`src/rtl/prmcu_uart_pkg.sv`:
```
// prmcu_uart_pkg: shared UART state encoding, frame limits and config clamp helper.
package prmcu_uart_pkg;
    typedef enum logic [2:0] {IDLE, START, DATA, PARITY, STOP} uart_state_t;
    localparam int unsigned MIN_DATA_BITS = 5;
    localparam int unsigned MAX_DATA_BITS = 9;
    localparam int unsigned MIN_DIV = 2;
    function automatic int unsigned clamp(int unsigned v, int unsigned lo, int unsigned hi);
        return v < lo ? lo : (v > hi ? hi : v);
    endfunction
endpackage

```
`src/rtl/prmcu_uart_rx_if.sv`:
```
// prmcu_uart_rx_if: valid/ready output port of the UART receiver.
interface prmcu_uart_rx_if;
    logic [8:0] out_dat_o;
    logic       out_vld_o;
    logic       out_rdy_i;
    modport master (output out_dat_o, out_vld_o, input out_rdy_i);
    modport slave (input out_dat_o, out_vld_o, output out_rdy_i);
endinterface

```
`src/rtl/prmcu_uart_rx_fifo.sv`:
```
// prmcu_uart_rx_fifo: sync FIFO with valid/ready read side; a read frees a slot for a same-cycle write.
module prmcu_uart_rx_fifo #(
    parameter int W = 9,
    parameter int DEPTH = 4
) (
    input  logic         clk,
    input  logic         rst,
    input  logic         wr_en,
    input  logic [W-1:0] wr_dat,
    output logic         full,
    output logic [W-1:0] rd_dat,
    output logic         rd_vld,
    input  logic         rd_rdy
);
    localparam int AW = $clog2(DEPTH);
    logic [W-1:0] mem [DEPTH];
    logic [AW:0]  wp, rp;
    logic         rd, wr;
    assign rd_vld = wp != rp;
    assign full = (wp[AW] != rp[AW]) && (wp[AW-1:0] == rp[AW-1:0]);
    assign rd = rd_vld & rd_rdy;
    assign wr = wr_en & (~full | rd);
    assign rd_dat = rd_vld ? mem[rp[AW-1:0]] : '0;
    always_ff @(posedge clk) begin
        if (rst) begin
            wp <= '0;
            rp <= '0;
        end else begin
            if (wr) begin
                mem[wp[AW-1:0]] <= wr_dat;
                wp <= wp + 1'b1;
            end
            if (rd) rp <= rp + 1'b1;
        end
    end
endmodule

```
`src/rtl/prmcu_uart_rx.sv`:
```
// prmcu_uart_rx: UART receiver, start/5..9 data/opt. even parity/1..2 stop, valid/ready output.
// Define PRMCU_UART_RX_FIFO_EN for a FIFO_DEPTH-entry output FIFO instead of a single holding register.
module prmcu_uart_rx
    import prmcu_uart_pkg::*;
#(
    parameter int DIV_W = 8,
    parameter int FIFO_DEPTH = 4
) (
    input  logic             clk,
    input  logic             rst,
    input  logic             uart_en,
    input  logic             rx_en,
    input  logic             n_parity_bits,
    input  logic [1:0]       n_stop_bits,
    input  logic [3:0]       n_data_bits,
    input  logic [DIV_W-1:0] internal_clk_divider,
    input  logic             rx_i,
    prmcu_uart_rx_if.master  out_if,
    output logic             parity_err_o,
    output logic             frame_err_o,
    output logic             overrun_o
);
    if (FIFO_DEPTH < 2 || (FIFO_DEPTH & (FIFO_DEPTH - 1)) != 0) begin : g_bad_depth
        $error("FIFO_DEPTH must be a power of 2 and >= 2");
    end
    uart_state_t      state, state_n;
    logic             rx_m, rx_s, rx_prev;
    logic [DIV_W-1:0] baud_cnt, baud_n, div_l, div_n;
    logic [3:0]       bit_cnt, bit_n, nd_l, nd_n;
    logic [1:0]       ns_l, ns_n;
    logic             pen_l, pen_n;
    logic [8:0]       shreg, sh_n, word;
    logic             par_err, par_n, frm_err, frm_n;
    logic             en, start_edge, tick_mid, tick_end, last, good, accept;
    assign en = uart_en & rx_en;
    assign start_edge = rx_prev & ~rx_s;
    assign tick_mid = baud_cnt == (div_l >> 1);
    assign tick_end = baud_cnt == div_l - 1'b1;
    assign word = shreg >> (4'd9 - nd_l);
    assign good = last & ~frm_n & ~par_err;
    always_comb begin
        state_n = state;
        baud_n = baud_cnt + 1'b1;
        bit_n = bit_cnt;
        sh_n = shreg;
        par_n = par_err;
        frm_n = frm_err;
        div_n = div_l;
        nd_n = nd_l;
        ns_n = ns_l;
        pen_n = pen_l;
        last = 1'b0;
        case (state)
            IDLE: begin
                baud_n = '0;
                if (start_edge) begin
                    state_n = START;
                    bit_n = '0;
                    sh_n = '0;
                    par_n = 1'b0;
                    frm_n = 1'b0;
                    div_n = DIV_W'(clamp(32'(internal_clk_divider), MIN_DIV, 2 ** DIV_W - 1));
                    nd_n = 4'(clamp(32'(n_data_bits), MIN_DATA_BITS, MAX_DATA_BITS));
                    ns_n = 2'(clamp(32'(n_stop_bits), 1, 2));
                    pen_n = n_parity_bits;
                end
            end
            START: if (tick_mid) begin
                baud_n = '0;
                state_n = rx_s ? IDLE : DATA;
            end
            DATA: if (tick_end) begin
                baud_n = '0;
                sh_n = {rx_s, shreg[8:1]};
                bit_n = bit_cnt + 1'b1;
                if (bit_cnt == nd_l - 4'd1) begin
                    bit_n = '0;
                    state_n = pen_l ? PARITY : STOP;
                end
            end
            PARITY: if (tick_end) begin
                baud_n = '0;
                par_n = ^shreg ^ rx_s;
                state_n = STOP;
            end
            STOP: if (tick_end) begin
                baud_n = '0;
                frm_n = frm_err | ~rx_s;
                bit_n = bit_cnt + 1'b1;
                if (bit_cnt == 4'(ns_l) - 4'd1) begin
                    state_n = IDLE;
                    last = 1'b1;
                end
            end
            default: state_n = IDLE;
        endcase
        if (!en) begin
            state_n = IDLE;
            last = 1'b0;
        end
    end
    always_ff @(posedge clk) begin
        if (rst) begin
            {rx_m, rx_s, rx_prev} <= 3'b111;
            state <= IDLE;
            baud_cnt <= '0;
            bit_cnt <= '0;
            shreg <= '0;
            par_err <= 1'b0;
            frm_err <= 1'b0;
            div_l <= DIV_W'(MIN_DIV);
            nd_l <= 4'(MIN_DATA_BITS);
            ns_l <= 2'd1;
            pen_l <= 1'b0;
            parity_err_o <= 1'b0;
            frame_err_o <= 1'b0;
            overrun_o <= 1'b0;
        end else begin
            {rx_m, rx_s, rx_prev} <= {rx_i, rx_m, rx_s};
            state <= state_n;
            baud_cnt <= baud_n;
            bit_cnt <= bit_n;
            shreg <= sh_n;
            par_err <= par_n;
            frm_err <= frm_n;
            div_l <= div_n;
            nd_l <= nd_n;
            ns_l <= ns_n;
            pen_l <= pen_n;
            frame_err_o <= last & frm_n;
            parity_err_o <= last & ~frm_n & par_err;
            overrun_o <= good & ~accept;
        end
    end
`ifdef PRMCU_UART_RX_FIFO_EN
    logic full;
    assign accept = ~full | (out_if.out_vld_o & out_if.out_rdy_i);
    prmcu_uart_rx_fifo #(.W(9), .DEPTH(FIFO_DEPTH)) u_fifo (
        .clk    (clk),
        .rst    (rst),
        .wr_en  (good & accept),
        .wr_dat (word),
        .full   (full),
        .rd_dat (out_if.out_dat_o),
        .rd_vld (out_if.out_vld_o),
        .rd_rdy (out_if.out_rdy_i)
    );
`else
    logic       hold_vld;
    logic [8:0] hold_dat;
    assign accept = ~hold_vld | out_if.out_rdy_i;
    assign out_if.out_vld_o = hold_vld;
    assign out_if.out_dat_o = hold_dat;
    always_ff @(posedge clk) begin
        if (rst) begin
            hold_vld <= 1'b0;
            hold_dat <= '0;
        end else if (good && accept) begin
            hold_vld <= 1'b1;
            hold_dat <= word;
        end else if (out_if.out_rdy_i) begin
            hold_vld <= 1'b0;
        end
    end
`endif
endmodule

```
`src/flat_wrapper.sv`:
```
// flat-port wrapper written by rule: the top's interface ports become plain ports
module prmcu_uart_rx_flat import prmcu_uart_pkg::*;
#(
    parameter int DIV_W = 8,
    parameter int FIFO_DEPTH = 4
)
  (clk, rst, uart_en, rx_en, n_parity_bits, n_stop_bits, n_data_bits, internal_clk_divider, rx_i, parity_err_o, frame_err_o, overrun_o, out_if_out_dat_o, out_if_out_vld_o, out_if_out_rdy_i);
  prmcu_uart_rx_if out_if_i ();
  input  logic clk;
  input  logic rst;
  input  logic uart_en;
  input  logic rx_en;
  input  logic n_parity_bits;
  input  logic [1:0] n_stop_bits;
  input  logic [3:0] n_data_bits;
  input  logic [DIV_W-1:0] internal_clk_divider;
  input  logic rx_i;
  output logic parity_err_o;
  output logic frame_err_o;
  output logic overrun_o;
  output wire logic [$bits(out_if_i.out_dat_o)-1:0] out_if_out_dat_o;
  output wire logic [$bits(out_if_i.out_vld_o)-1:0] out_if_out_vld_o;
  input wire logic [$bits(out_if_i.out_rdy_i)-1:0] out_if_out_rdy_i;
  assign out_if_out_dat_o = out_if_i.out_dat_o;
  assign out_if_out_vld_o = out_if_i.out_vld_o;
  assign out_if_i.out_rdy_i = out_if_out_rdy_i;
  prmcu_uart_rx #(.DIV_W(DIV_W), .FIFO_DEPTH(FIFO_DEPTH)) u_core (.clk(clk), .rst(rst), .uart_en(uart_en), .rx_en(rx_en), .n_parity_bits(n_parity_bits), .n_stop_bits(n_stop_bits), .n_data_bits(n_data_bits), .internal_clk_divider(internal_clk_divider), .rx_i(rx_i), .out_if(out_if_i), .parity_err_o(parity_err_o), .frame_err_o(frame_err_o), .overrun_o(overrun_o));
endmodule
```
`config.mk`:
```
export PLATFORM = sky130hd
export DESIGN_NAME = prmcu_uart_rx_flat
export DESIGN_NICKNAME = d
export VERILOG_FILES = /design/src/rtl/prmcu_uart_pkg.sv /design/src/rtl/prmcu_uart_rx_if.sv /design/src/rtl/prmcu_uart_rx_fifo.sv /design/src/rtl/prmcu_uart_rx.sv /design/src/flat_wrapper.sv
export SDC_FILE = /design/constraint.sdc
export NUM_CORES = 1
export LEC_CHECK = 0
export BUFFER_PORTS_ARGS = -buffer_cell sky130_fd_sc_hd__clkbuf_2
export CORE_MARGIN = 2
export CORE_UTILIZATION = 35
export DETAILED_ROUTE_END_ITERATION = 10
export SLEW_MARGIN = 20
export SYNTH_ARGS = -nofsm -noshare
export SYNTH_HDL_FRONTEND = slang
export SYNTH_HIERARCHICAL = 1
export SYNTH_SLANG_ARGS = --single-unit
```
`constraint.sdc`:
```
create_clock -name clk -period 5.4 [get_ports clk]
set_clock_uncertainty 0.2 [all_clocks]
set_input_delay 1.08 -clock clk [delete_from_list [all_inputs] [get_ports clk]]
set_output_delay 1.08 -clock clk [all_outputs]
set_load 0.03 [all_outputs]
```
# Word level (Yosys, flattened, before mapping)
# Cells that the tools add are included.
[totals]
reg_bits = 57
output_inout_bits = 13
[op_classes]
bitwise = 16
muxes = 38
reduce_logical = 14
eq_ne = 15
n_lt_le_gt_ge = 5
add_sub_neg = 6
shifts = 1
[op_table]
columns = ["operator", "count"]
rows = [
  ["$mux 3", 8],
  ["$mux 4", 6],
  ["$mux 8", 3],
  ["$pmux 8 s3", 1],
  ["$mux 9", 2],
  ["$pmux 9 s2", 1],
  ["$pmux 3 s5", 1],
  ["$ne 2x1->1 const B", 7],
  ["$pmux 4 s3", 1],
  ["$mux 1", 10],
  ["$reduce_xor 9->1", 1],
  ["$shr 9x4->9", 1],
  ["$add 8x1->8 const B", 1],
  ["$eq 4x4->1", 2],
  ["$eq 8x7->1", 1],
  ["$eq 8x8->1", 1],
  ["$lt 8x2->1 const B", 1],
  ["$sub 8x1->8 const B", 1],
  ["$and 1x1->1", 7],
  ["$reduce_and 7->1", 1],
  ["$eq 3x2->1 const B", 2],
  ["$mux 2", 3],
  ["$not 1->1", 6],
  ["$reduce_and 3->1", 2],
  ["21 further kinds", 25],
]

# Logic depth before layout (Yosys ltp)
# Gate-level depths: netlist of run 1.
[depth]
depth_word = 10
mapped_depth = 10

# Worst setup path after synthesis of run 1
# OpenSTA, ideal clock, no wires.
[synth_timing]
kind = "register to register"
startpoint = "reg u_core.div_l[0]"
endpoint = "reg u_core.hold_dat[1], in the netlist u_core/out_if.out_dat_o[1]"
path_slack_ns = 2.409
setup_time_ns = 0.123
arrival_time_ns = 2.668
period_less_slack_ns = 2.991
stages_incl_launch_ff = 10
cell_sequence = "dfxtp_1 inv_1 ha_1 or3b_1 or4_4 a2111oi_4 and3_1 buf_6 nand4_4 mux2_1"
[synth_via]
elab_chain_len = 8
[synth_lines]
columns = ["item", "line", "rtl"]
rows = [
  ["start, declared", "prmcu_uart_rx.sv:28", "logic [DIV_W-1:0] baud_cnt, baud_n, div_l, div_n;"],
  ["start signal, assigned", "prmcu_uart_rx.sv:111", "div_l <= DIV_W'(MIN_DIV);"],
  ["start signal, assigned", "prmcu_uart_rx.sv:126", "div_l <= div_n;"],
  ["$sub 8x1->8 (*)", "prmcu_uart_rx.sv:38", "assign tick_end = baud_cnt == div_l - 1'b1;"],
  ["$eq 8x8->1 (*)", "prmcu_uart_rx.sv:38", ""],
  ["$mux 1", "prmcu_uart_rx.sv:86", "STOP: if (tick_end) begin"],
  ["$pmux 1 s2 or $mux 1 (tied branches)", "prmcu_uart_rx.sv:53", "case (state)"],
  ["$not 1->1 or $mux 1 (tied branches)", "prmcu_uart_rx.sv:40, prmcu_uart_rx.sv:97", ""],
  ["$and 1x1->1 (*) (2 in series)", "prmcu_uart_rx.sv:40", "assign good = last & ~frm_n & ~par_err;"],
  ["$logic_and 1x1->1 (*)", "prmcu_uart_rx.sv:158", "end else if (good && accept) begin"],
  ["end signal, assigned", "prmcu_uart_rx.sv:160", "hold_dat <= word;"],
  ["end, declared", "prmcu_uart_rx.sv:150", "logic [8:0] hold_dat;"],
]
# Mark *: on every way between the ends. The rest lies on a longest branch, timed or not.
# A chain may end at the register's enable or synchronous reset.

# Worst setup path in the final report of run 1
# Ends and elaborated chain as after synthesis.

==> impl_metrics.py, run 1 <==
metrics = {
    "run_status": {
        "status": "finished clean",
    },
    "synth": {
        "synth-main-ff-cell": "dfxtp_1",
        "syn_inst": 371,
        "synth_warnings": 6,
        "syn_avg_cell_area_um2": 8.75,
        "synth_top_area_cell": "dfxtp_1",
        "syn_area_mm2": 0.00325,
        "ys_top_cells_by_area": "dfxtp_1 35%, xnor2_1 5.9%, nand2_1 5.0%",
        "seq_area_frac_synth": 0.351,
        "synth_nets": 398,
        "synth.distinct_cells": 60,
        "synth_top_area_share": 0.351,
        "ys_ff_latch": 57,
        "synth_edf_count": 0,
        "synth-async-reset-ratio": 0,
    },
    "timing": {
        "setup_viol": 0,
        "slew_violations": 0,
        "min_period_ps": 3520,
        "worstMarginPinSlew_ps": 742,
        "setup_tns_ps": 0,
        "maxSlewHeadroom": 0.505,
        "rsz0062_at_grt": "false",
        "max_freq_mhz": 284,
        "hold_viol": 0,
        "fin_crit_sh": 0.652,
    },
    "global_routing": {
        "antenna_found_initial": 0,
        "grtUsageTotal": 0.161,
        "grt_pass1_vias": 2680,
        "grt.busiest_layer": "met2",
        "grt_pass1_wl_mm": 12.9,
        "use_met2": 0.248,
        "grt.met1_usage": 0.215,
        "use_met3": 0.0348,
        "grt_max_degree": 24,
        "overflow": 0,
    },
    "cts": {
        "ctsResizeCount": 0,
        "clk_pin_slew_ps": 70,
        "cts_root_buf": "clkbuf_8",
        "clk_path_buf_depth": 2,
        "numCtsBuffers": 9,
        "cts_sinks": 57,
        "tritoncts": "yes",
        "postCtsHoldBufs": 0,
        "h-tree-depth": 3,
        "cts_setup_buffers": 0,
        "clk_latency_ps": 340,
    },
    "pwr": {
        "leakage_nw": 1.48,
        "power_density_mw_per_mm2": 245,
        "peakVddDrop_mv": 0.0806,
    },
    "finish": {
        "final_util": 0.402,
        "syn_to_final_growth_pct": 12.8,
        "drive_gt1_frac": 0.160,
        "finalNetCount": 422,
        "seqCellArea_mm2": 0.00114,
        "multi_input_area_mm2": 0.00197,
        "n_fill_cell": 930,
        "diodes": 0,
    },
    "detailed_routing": {
        "dr.pass1.iters": 4,
        "post-route-drc-count": 0,
        "drtIter0Drc": 142,
        "wl_per_cell_um": 14.6,
        "dr_total_vias": 2736,
        "routed_via_density": 5.36,
        "wirelength_mm": 7.45,
        "ant_nets": 0,
    },
    "run": {
        "maxCapViolations": 0,
    },
    "die": {
        "io_pins": 34,
        "die_y_um": 100,
        "die_area_mm2": 0.0101,
        "start_util": 0.356,
        "die_x_um": 100,
        "core_area_mm2": 0.00911,
        "rows": 35,
    },
    "critical_path": {
        "critPathKind": "flop to flop",
        "crit_path_start_kind": "flop",
        "arrival_ps": 3550,
        "cp-end-kind": "flop",
        "cp_max_fo": 11,
        "cp.required_ps": 5430,
    },
    "min_path": {
        "hold_path_class": "flop to flop",
    },
    "place": {
        "gp_congestion": 0.855,
        "hpwl_mm": 5.35,
        "portBuffers": 32,
    },
}
[where the power goes]
| part | switching, mW | internal, mW | total (mW) |
|---|---|---|---|
| sequential | 0.00790 | 0.425 | 0.433 |
| combinational | 0.0370 | 0.0253 | 0.0622 |
| clock | 0.168 | 0.234 | 0.402 |
[worst max-delay path, cell delays in order (launching register included)]
cell	delay, ps
dfxtp_1	350
inv_1	70
ha_1	210
or3b_1	410
or4_4	440
a2111oi_4	490
and3_1	540
nand4_4	300
mux2_1	380
[kinds of logic (layout without fill, tap and decap cells)]
kind of cell,after synthesis,in the layout,synth area share
compound gates,71,71,0.160
xor+xnor,41,41,0.115
fa+ha+maj,6,6,0.0231
buf+inv,35,63,0.0432
flops,57,57,0.351
mux,21,21,0.0821
simple gates,140,140,0.226
[stage by stage]
step / hold slack (ps) / instances / instance area [um^2] / power, mW / setup slack (ps)
floorplan: 189 / 371 / 3250 / 0.484 / 2410
global placement: 198 / 495 / 3470 / 0.503 / 1910
detailed placement: 198 / 495 / 3470 / 0.504 / 1890
CTS: 211 / 510 / 3660 / 0.908 / 1860
global route: 222 / 510 / 3660 / 0.935 / 1670
finish: 210 / 510 / 3660 / 0.897 / 1880
[flip-flops by register name, indices dropped and copies added, names as in the netlist]
register / cells
u_core/frame_err_o: 1
u_core/rx_m: 1
u_core/pen_l: 1
u_core/bit_cnt: 4
u_core/overrun_o: 1
u_core/frm_err: 1
u_core/state: 3
u_core/baud_cnt: 8
u_core/ns_l: 2
u_core/rx_s: 1
u_core/div_l: 8
u_core/par_err: 1
u_core/parity_err_o: 1
u_core/out_if.out_vld_o: 1
u_core/rx_prev: 1
u_core/nd_l: 4
u_core/shreg: 9
u_core/out_if.out_dat_o: 9
[area by class of cell]
cell class / instances / share of cell area
clock buffer: 12 / 0.0424
clock inverter: 3 / 0.0109
inverter: 16 / 0.0164
multi-input combinational: 279 / 0.537
sequential: 57 / 0.312
tap: 111 / 0.0379
timing repair buffer: 32 / 0.0437
[synthesized netlist by cell type (2+ instances only)]
| cell type | n |
|---|---|
| nor2b_1 | 10 |
| and4_1 | 2 |
| nor3_1 | 12 |
| nand3_1 | 13 |
| a31oi_1 | 3 |
| nor4_1 | 3 |
| o31ai_1 | 2 |
| a31o_2 | 3 |
| nor2_1 | 18 |
| o32ai_1 | 2 |
| nand2_1 | 43 |
| nand2b_1 | 5 |
| nand4_1 | 5 |
| or3_1 | 3 |
| and3_1 | 10 |
| or4_1 | 5 |
| and2_1 | 2 |
| o21ai_0 | 7 |
| buf_1 | 3 |
| a22o_1 | 10 |
| a211oi_1 | 3 |
| mux4_2 | 4 |
| clkbuf_1 | 14 |
| o22ai_1 | 3 |
| a21oi_1 | 19 |
| xor2_1 | 18 |
| or2_2 | 2 |
| ha_1 | 6 |
| xnor2_1 | 22 |
| mux2i_1 | 12 |
| dfxtp_1 | 57 |
| mux2_2 | 4 |
| o211ai_1 | 4 |
| inv_1 | 16 |
[layer usage]
metal,up-vias,routed length (um)
met5,-,0
met4,0,147
met3,10,247
met2,46,3350
met1,1300,3710
li1,1380,-
[placed cells by master, fill, tap and decap left out, types with 2 or more instances in the layout]
cell,Yosys,layout
and3_1,10,10
a22o_1,10,10
nand2_1,43,43
o32ai_1,2,2
mux2i_1,12,12
nor4_1,3,3
dfxtp_1,57,57
xor2_1,18,18
nand2b_1,5,5
xnor2_1,22,22
o211ai_1,4,4
nor3_1,12,12
ha_1,6,6
inv_1,16,16
o31ai_1,2,2
a31oi_1,3,3
mux2_2,4,4
o22ai_1,3,3
o21ai_0,7,7
a31o_2,3,3
a21oi_1,19,19
nor2_1,18,18
clkinv_2,0,2
mux4_2,4,4
and2_1,2,2
or2_2,2,2
nor2b_1,10,10
clkbuf_2,1,32
and4_1,2,2
nand3_1,13,13
clkbuf_8,0,11
or3_1,3,3
or4_1,5,5
nand4_1,5,5
a211oi_1,3,3
[final timing paths]
path / from / to / cells after the start / slack [ps]
hold reg to reg: u_core/rx_m / u_core/rx_s / 1 / 210
hold / removal: u_core/rx_m / u_core/rx_s / 1 / 210
setup reg to reg: u_core/div_l[0] / u_core/out_if.out_dat_o[1] / 8 / 1880
setup / recovery: u_core/div_l[0] / u_core/out_if.out_dat_o[1] / 8 / 1880
(Power assumes the default switching activity.)
==> run 2: changes to the inputs <==
==> constraint.sdc (replaced) <==
create_clock -name clk -period 2.88 [get_ports clk]
set_clock_uncertainty 0.2 [all_clocks]
set_input_delay 0.576 -clock clk [delete_from_list [all_inputs] [get_ports clk]]
set_output_delay 0.576 -clock clk [all_outputs]
set_load 0.03 [all_outputs]
==> run 2 against run 1 <==
  * Non-clock buffer count increased by 28
  * Critical path depth increased by 1
  * Die area unchanged
  * Critical path type unchanged
  * Critical endpoint is now u_core/out_if.out_dat_o[2]
==> impl_metrics.py, run 2 (synthesis gave the netlist of run 1 again) <==
metrics = {
    "timing": {
        "worstMarginPinSlew_ps": 607,
        "min_period_ps": 2850,
        "setup_viol": 0,
        "setup_tns_ps": 0,
        "maxSlewHeadroom": 0.594,
        "hold_viol": 0,
        "max_freq_mhz": 351,
        "slew_violations": 0,
        "rsz0062_at_grt": "true",
        "fin_crit_sh": 0.988,
    },
    "die": {
        "die_area_mm2": 0.0101,
        "start_util": 0.356,
        "io_pins": 34,
        "rows": 35,
        "die_x_um": 100,
        "core_area_mm2": 0.00911,
        "die_y_um": 100,
    },
    "pwr": {
        "cellInternalPower_mw": 1.49,
        "power_frac_clock": 0.503,
        "leakage_nw": 1.65,
        "power_density_mw_per_mm2": 480,
        "total_power_mw": 1.91,
        "peakVddDrop_mv": 0.202,
        "p_sw_mw": 0.423,
        "p_seq_frac": 0.422,
        "p_sw_frac": 0.222,
        "combPwrFrac": 0.075,
    },
    "place": {
        "dpl-instance-area_mm2": 0.00369,
        "portBuffers": 32,
        "gp_congestion": 0.800,
        "placedCellCount": 522,
        "hpwl_mm": 5.56,
    },
    "run_status": {
        "status": "finished clean",
    },
    "critical_path": {
        "crit_path_start_kind": "flop",
        "crit_slowest_cell": "or4_4",
        "crit_family": "simple AND/OR/NAND/NOR gates",
        "cp-end-kind": "flop",
        "arrival_ps": 2880,
        "cp_max_fo": 7,
        "path_cells": "inv_2 -> ha_4 -> or3b_4 -> or4_4 -> a2111oi_4 -> and3_4 -> buf_6 -> nand4_4 -> mux2_4",
        "crit_buf_inv": 2,
        "critical_path.max_stage_delay_ps": 430,
        "critPathKind": "flop to flop",
        "cp.required_ps": 2920,
    },
    "cts": {
        "tritoncts": "yes",
        "clk_path_buf_depth": 2,
        "clk_latency_ps": 340,
        "clk_pin_slew_ps": 70,
        "numCtsBuffers": 9,
        "cts_sinks": 57,
        "cts_root_buf": "clkbuf_8",
        "h-tree-depth": 3,
    },
    "finish": {
        "drive_gt1_frac": 0.238,
        "fin_cells": 539,
        "final_common_cell": "dfxtp_1",
        "diodes": 0,
        "n_fill_cell": 915,
        "finalNetCount": 450,
        "syn_to_final_growth_pct": 22.4,
        "final_cell_area_mm2": 0.00397,
        "final_util": 0.436,
        "most-common-layout-cells": "55 x dfxtp_1, 43 x nand2_1, 32 x clkbuf_2",
    },
    "global_routing": {
        "grtUsageTotal": 0.165,
        "grt.met1_usage": 0.220,
        "grt_pass1_vias": 2735,
        "grt.busiest_layer": "met2",
        "antenna_found_initial": 0,
        "overflow": 0,
        "use_met2": 0.256,
        "grt_max_degree": 23,
        "use_met3": 0.0369,
        "grt_pass1_wl_mm": 13.1,
    },
    "run": {
        "maxCapViolations": 0,
    },
    "detailed_routing": {
        "ant_nets": 0,
        "post-route-drc-count": 0,
        "dr_total_vias": 2798,
        "wirelength_mm": 7.56,
        "drtIter0Drc": 84,
        "wl_per_cell_um": 14.0,
        "routed_via_density": 5.19,
        "dr.pass1.iters": 4,
    },
    "min_path": {
        "hold_path_class": "flop to flop",
    },
}
-- run 2: final timing paths --
path	startpoint	end	slack, ps	cells past startpoint
min reg2reg	u_core/rx_m	u_core/rx_s	210	1
max	u_core/div_l[0]	u_core/out_if.out_dat_o[2]	30	9
min	u_core/rx_m	u_core/rx_s	210	1
max reg2reg	u_core/div_l[0]	u_core/out_if.out_dat_o[2]	30	9
-- run 2: stage by stage --
step           setup WS (ps)  hold WS (ps)
2_1_floorplan           4.56           189
3_3_place_gp           -73.7           197
3_5_place_dp           -92.2           195
4_1_cts                 13.2           201
5_1_grt                -65.6           218
6_report                34.0           206
-- run 2: power by group through the flow --
stage | combinational, mW | sequential, mW | clock (mW)
6_report | 0.144 | 0.806 | 0.960
4_1_cts | 0.144 | 0.805 | 0.981
2_1_floorplan | 0.0892 | 0.821 | 0
5_1_grt | 0.162 | 0.806 | 1.01
3_5_place_dp | 0.143 | 0.824 | 0
3_3_place_gp | 0.141 | 0.823 | 0
-- run 2: timing repair --
action                                  in CTS  in global routing
endpoints found under the setup margin      20                 17
resized for setup                            2                  4
hold buffers                                 0                  0
pin swaps                                    0                  2
buffers inserted                             0                  1
-- run 2: final cells by class --
cell class / count / area [um^2] / area share
multi-input cells: 279 / 2000 / 0.503
flip-flops and latches: 57 / 1140 / 0.288
repair buffers: 60 / 378 / 0.0951
clock buffers: 12 / 155 / 0.0390
well taps: 111 / 139 / 0.0349
clock inverters: 4 / 98.8 / 0.0249
inverters: 16 / 60.1 / 0.0151
-- run 2: layer usage --
layer / vias to the layer above / wire length [um]
met5: - / 0
met4: 0 / 121
met3: 10 / 251
met2: 51 / 3410
met1: 1301 / 3780
li1: 1436 / -
-- run 2: worst reg2reg max path, cell delays in order (launching register included) --
cell and delay [ps]:
dfxtp_2 340, inv_2 60, ha_4 110, or3b_4 370
or4_4 430, a2111oi_4 340, and3_4 300, buf_6 120
nand4_4 130, mux2_4 330
==> run 3: changes to the inputs <==
--- a/config.mk
+++ b/config.mk
@@ -6,9 +6,12 @@
 export NUM_CORES = 1
 export LEC_CHECK = 0
 export BUFFER_PORTS_ARGS = -buffer_cell sky130_fd_sc_hd__clkbuf_2
+export CELL_PAD_IN_SITES_DETAIL_PLACEMENT = 1
+export CELL_PAD_IN_SITES_GLOBAL_PLACEMENT = 2
 export CORE_MARGIN = 2
 export CORE_UTILIZATION = 35
 export DETAILED_ROUTE_END_ITERATION = 10
+export PLACE_DENSITY_LB_ADDON = 0.1
 export SLEW_MARGIN = 20
 export SYNTH_ARGS = -nofsm -noshare
 export SYNTH_HDL_FRONTEND = slang
==> constraint.sdc (replaced) <==
create_clock -name clk -period 3.3 [get_ports clk]
set_clock_uncertainty 0.2 [all_clocks]
set_input_delay 0.66 -clock clk [delete_from_list [all_inputs] [get_ports clk]]
set_output_delay 0.66 -clock clk [all_outputs]
set_load 0.03 [all_outputs]
==> run 3 against run 2 <==
  * Clock power fell by 21%
  * Non-clock buffer count down 12
  * Count of clock-buffer cells in the layout fell by 2
  * Largest cell class unchanged
  * Largest power group unchanged
==> impl_metrics.py, run 3 (synthesis gave the netlist of run 1 again) <==
metrics = {
    "run_status": {
        "status": "finished clean",
    },
    "finish": {
        "most-common-layout-cells": "57 x dfxtp_1, 43 x nand2_1, 32 x clkbuf_2",
        "final_common_cell": "dfxtp_1",
        "multi_input_area_mm2": 0.00197,
        "syn_to_final_growth_pct": 17.5,
        "n_fill_cell": 1084,
        "seqCellArea_mm2": 0.00114,
        "diodes": 0,
        "finalNetCount": 438,
        "drive_gt1_frac": 0.200,
        "final_util": 0.419,
    },
    "global_routing": {
        "antenna_found_initial": 0,
        "grtUsageTotal": 0.183,
        "overflow": 0,
        "grt_pass1_wl_mm": 14.5,
        "grt_max_degree": 18,
        "grt_pass1_vias": 2845,
    },
    "cts": {
        "postCtsHoldBufs": 0,
        "h-tree-depth": 3,
        "tritoncts": "yes",
        "cts_root_buf": "clkbuf_8",
        "cts_sinks": 57,
        "numCtsBuffers": 9,
        "clk_path_buf_depth": 2,
        "clk_latency_ps": 350,
        "clk_pin_slew_ps": 70,
    },
    "detailed_routing": {
        "routed_via_density": 5.39,
        "wirelength_mm": 8.56,
        "wl_per_cell_um": 16.2,
        "dr.pass1.iters": 5,
        "post-route-drc-count": 0,
        "drtIter0Drc": 62,
        "ant_nets": 0,
        "dr_total_vias": 2838,
    },
    "pwr": {
        "combPwrFrac": 0.074,
        "p_sw_mw": 0.389,
        "power_frac_clock": 0.481,
        "p_seq_frac": 0.445,
        "p_sw_frac": 0.246,
        "peakVddDrop_mv": 0.223,
        "leakage_nw": 1.57,
        "power_density_mw_per_mm2": 414,
        "cellInternalPower_mw": 1.19,
    },
    "critical_path": {
        "crit_slowest_cell": "or4_4",
        "worstRegToRegCells": 8,
        "cp.required_ps": 3340,
        "crit_path_start_kind": "flop",
        "arrival_ps": 3090,
        "critical_path.max_stage_delay_ps": 440,
        "cp-end-kind": "flop",
        "critPathCapture": "u_core/out_if.out_dat_o[1]",
        "regToRegStartpoint": "u_core/div_l[0]",
        "crit_start": "u_core/div_l[0]",
        "rr_endpoint": "u_core/out_if.out_dat_o[1]",
        "critPathKind": "flop to flop",
        "cp_max_fo": 9,
        "rrSetupSlack_ps": 250,
        "path_cells": "inv_1 -> ha_1 -> or3b_1 -> or4_4 -> a2111oi_4 -> and3_2 -> nand4_4 -> mux2_1",
    },
    "die": {
        "die_area_mm2": 0.0101,
        "start_util": 0.356,
        "die_y_um": 100,
        "io_pins": 34,
        "die_x_um": 100,
        "core_area_mm2": 0.00911,
        "rows": 35,
    },
    "timing": {
        "setup_tns_ps": 0,
        "setup_viol": 0,
        "max_freq_mhz": 327,
        "fin_crit_sh": 0.926,
        "hold_viol": 0,
        "rsz0062_at_grt": "false",
        "worstMarginPinSlew_ps": 687,
        "slew_violations": 0,
        "maxSlewHeadroom": 0.542,
        "min_period_ps": 3050,
    },
    "place": {
        "hpwl_mm": 6.43,
        "portBuffers": 32,
        "gp_congestion": 0.750,
    },
    "run": {
        "maxCapViolations": 0,
    },
    "min_path": {
        "hold_path_class": "flop to flop",
    },
}
[run 3: changes by cell type in the layout (fill, tap and decap cells not counted), sizes merged]
cell	delta
buf	-12
clkbuf	-2
bufinv	-1
clkinv	+1
clkinvlp	+1
inv	+1
[run 3: worst min path at each step]
stage | startpoint | to | slack [ps] | cells after the start
2_1_floorplan | u_core/rx_m | u_core/rx_s | 190 | 1
3_3_place_gp | u_core/rx_m | u_core/rx_s | 190 | 1
3_5_place_dp | u_core/rx_m | u_core/rx_s | 200 | 1
4_1_cts | u_core/rx_m | u_core/rx_s | 220 | 1
5_1_grt | u_core/rx_m | u_core/rx_s | 230 | 1
6_report | u_core/rx_m | u_core/rx_s | 220 | 1
[run 3: repair_timing]
item	4_1_cts	5_1_grt
endpoints found under the setup margin	0	13
buffers inserted	0	0
gates resized for setup	0	1
[run 3: final cells by class]
| cell class | instances | area share |
|---|---|---|
| clock buffer | 10 | 0.0361 |
| clock inverter | 6 | 0.0236 |
| inverter | 16 | 0.0157 |
| multi-input combinational | 279 | 0.516 |
| sequential | 57 | 0.299 |
| tap | 111 | 0.0364 |
| timing repair buffer | 48 | 0.0735 |
[run 3: critical path, delay by kind of cell, from the launching register on]
kind                     cells  cell delay [ps]
AND/OR/NAND/NOR              4             1430
multiplexers                 1              370
buffers and inverters        1               50
flip-flops                   1              310
adder cells (fa/ha/maj)      1              200
AO/OA/AOI/OAI                1              380
[run 3: layer usage]
metal	global-route usage	vias up	routed length, um	share of wire
li1	-	1407	-	-
met4	0.0506	0	85	0.0099
met3	0.0487	7	198	0.023
met5	0	-	0	0
met1	0.243	1394	4200	0.49
met2	0.294	30	4080	0.48
[run 3: stage by stage]
stage | hold slack (ps) | instance area, um^2 | instances | setup WS (ps) | total power, mW
final | 217 | 3810 | 527 | 245 | 1.58
after global routing | 232 | 3810 | 527 | 63.4 | 1.65
after CTS | 221 | 3810 | 527 | 87.5 | 1.61
after detailed placement | 200 | 3590 | 511 | 91.0 | 0.837
after global placement | 193 | 3590 | 511 | 136 | 0.836
after floorplan | 189 | 3250 | 371 | 309 | 0.793
[run 3: power groups by stage]
| stage | Sequential, mW | Combinational, mW | Clock (mW) |
|---|---|---|---|
| floorplan | 0.716 | 0.0766 | 0 |
| global placement | 0.719 | 0.117 | 0 |
| detailed placement | 0.719 | 0.118 | 0 |
| CTS | 0.703 | 0.119 | 0.785 |
| global route | 0.704 | 0.131 | 0.816 |
| finish | 0.703 | 0.118 | 0.760 |
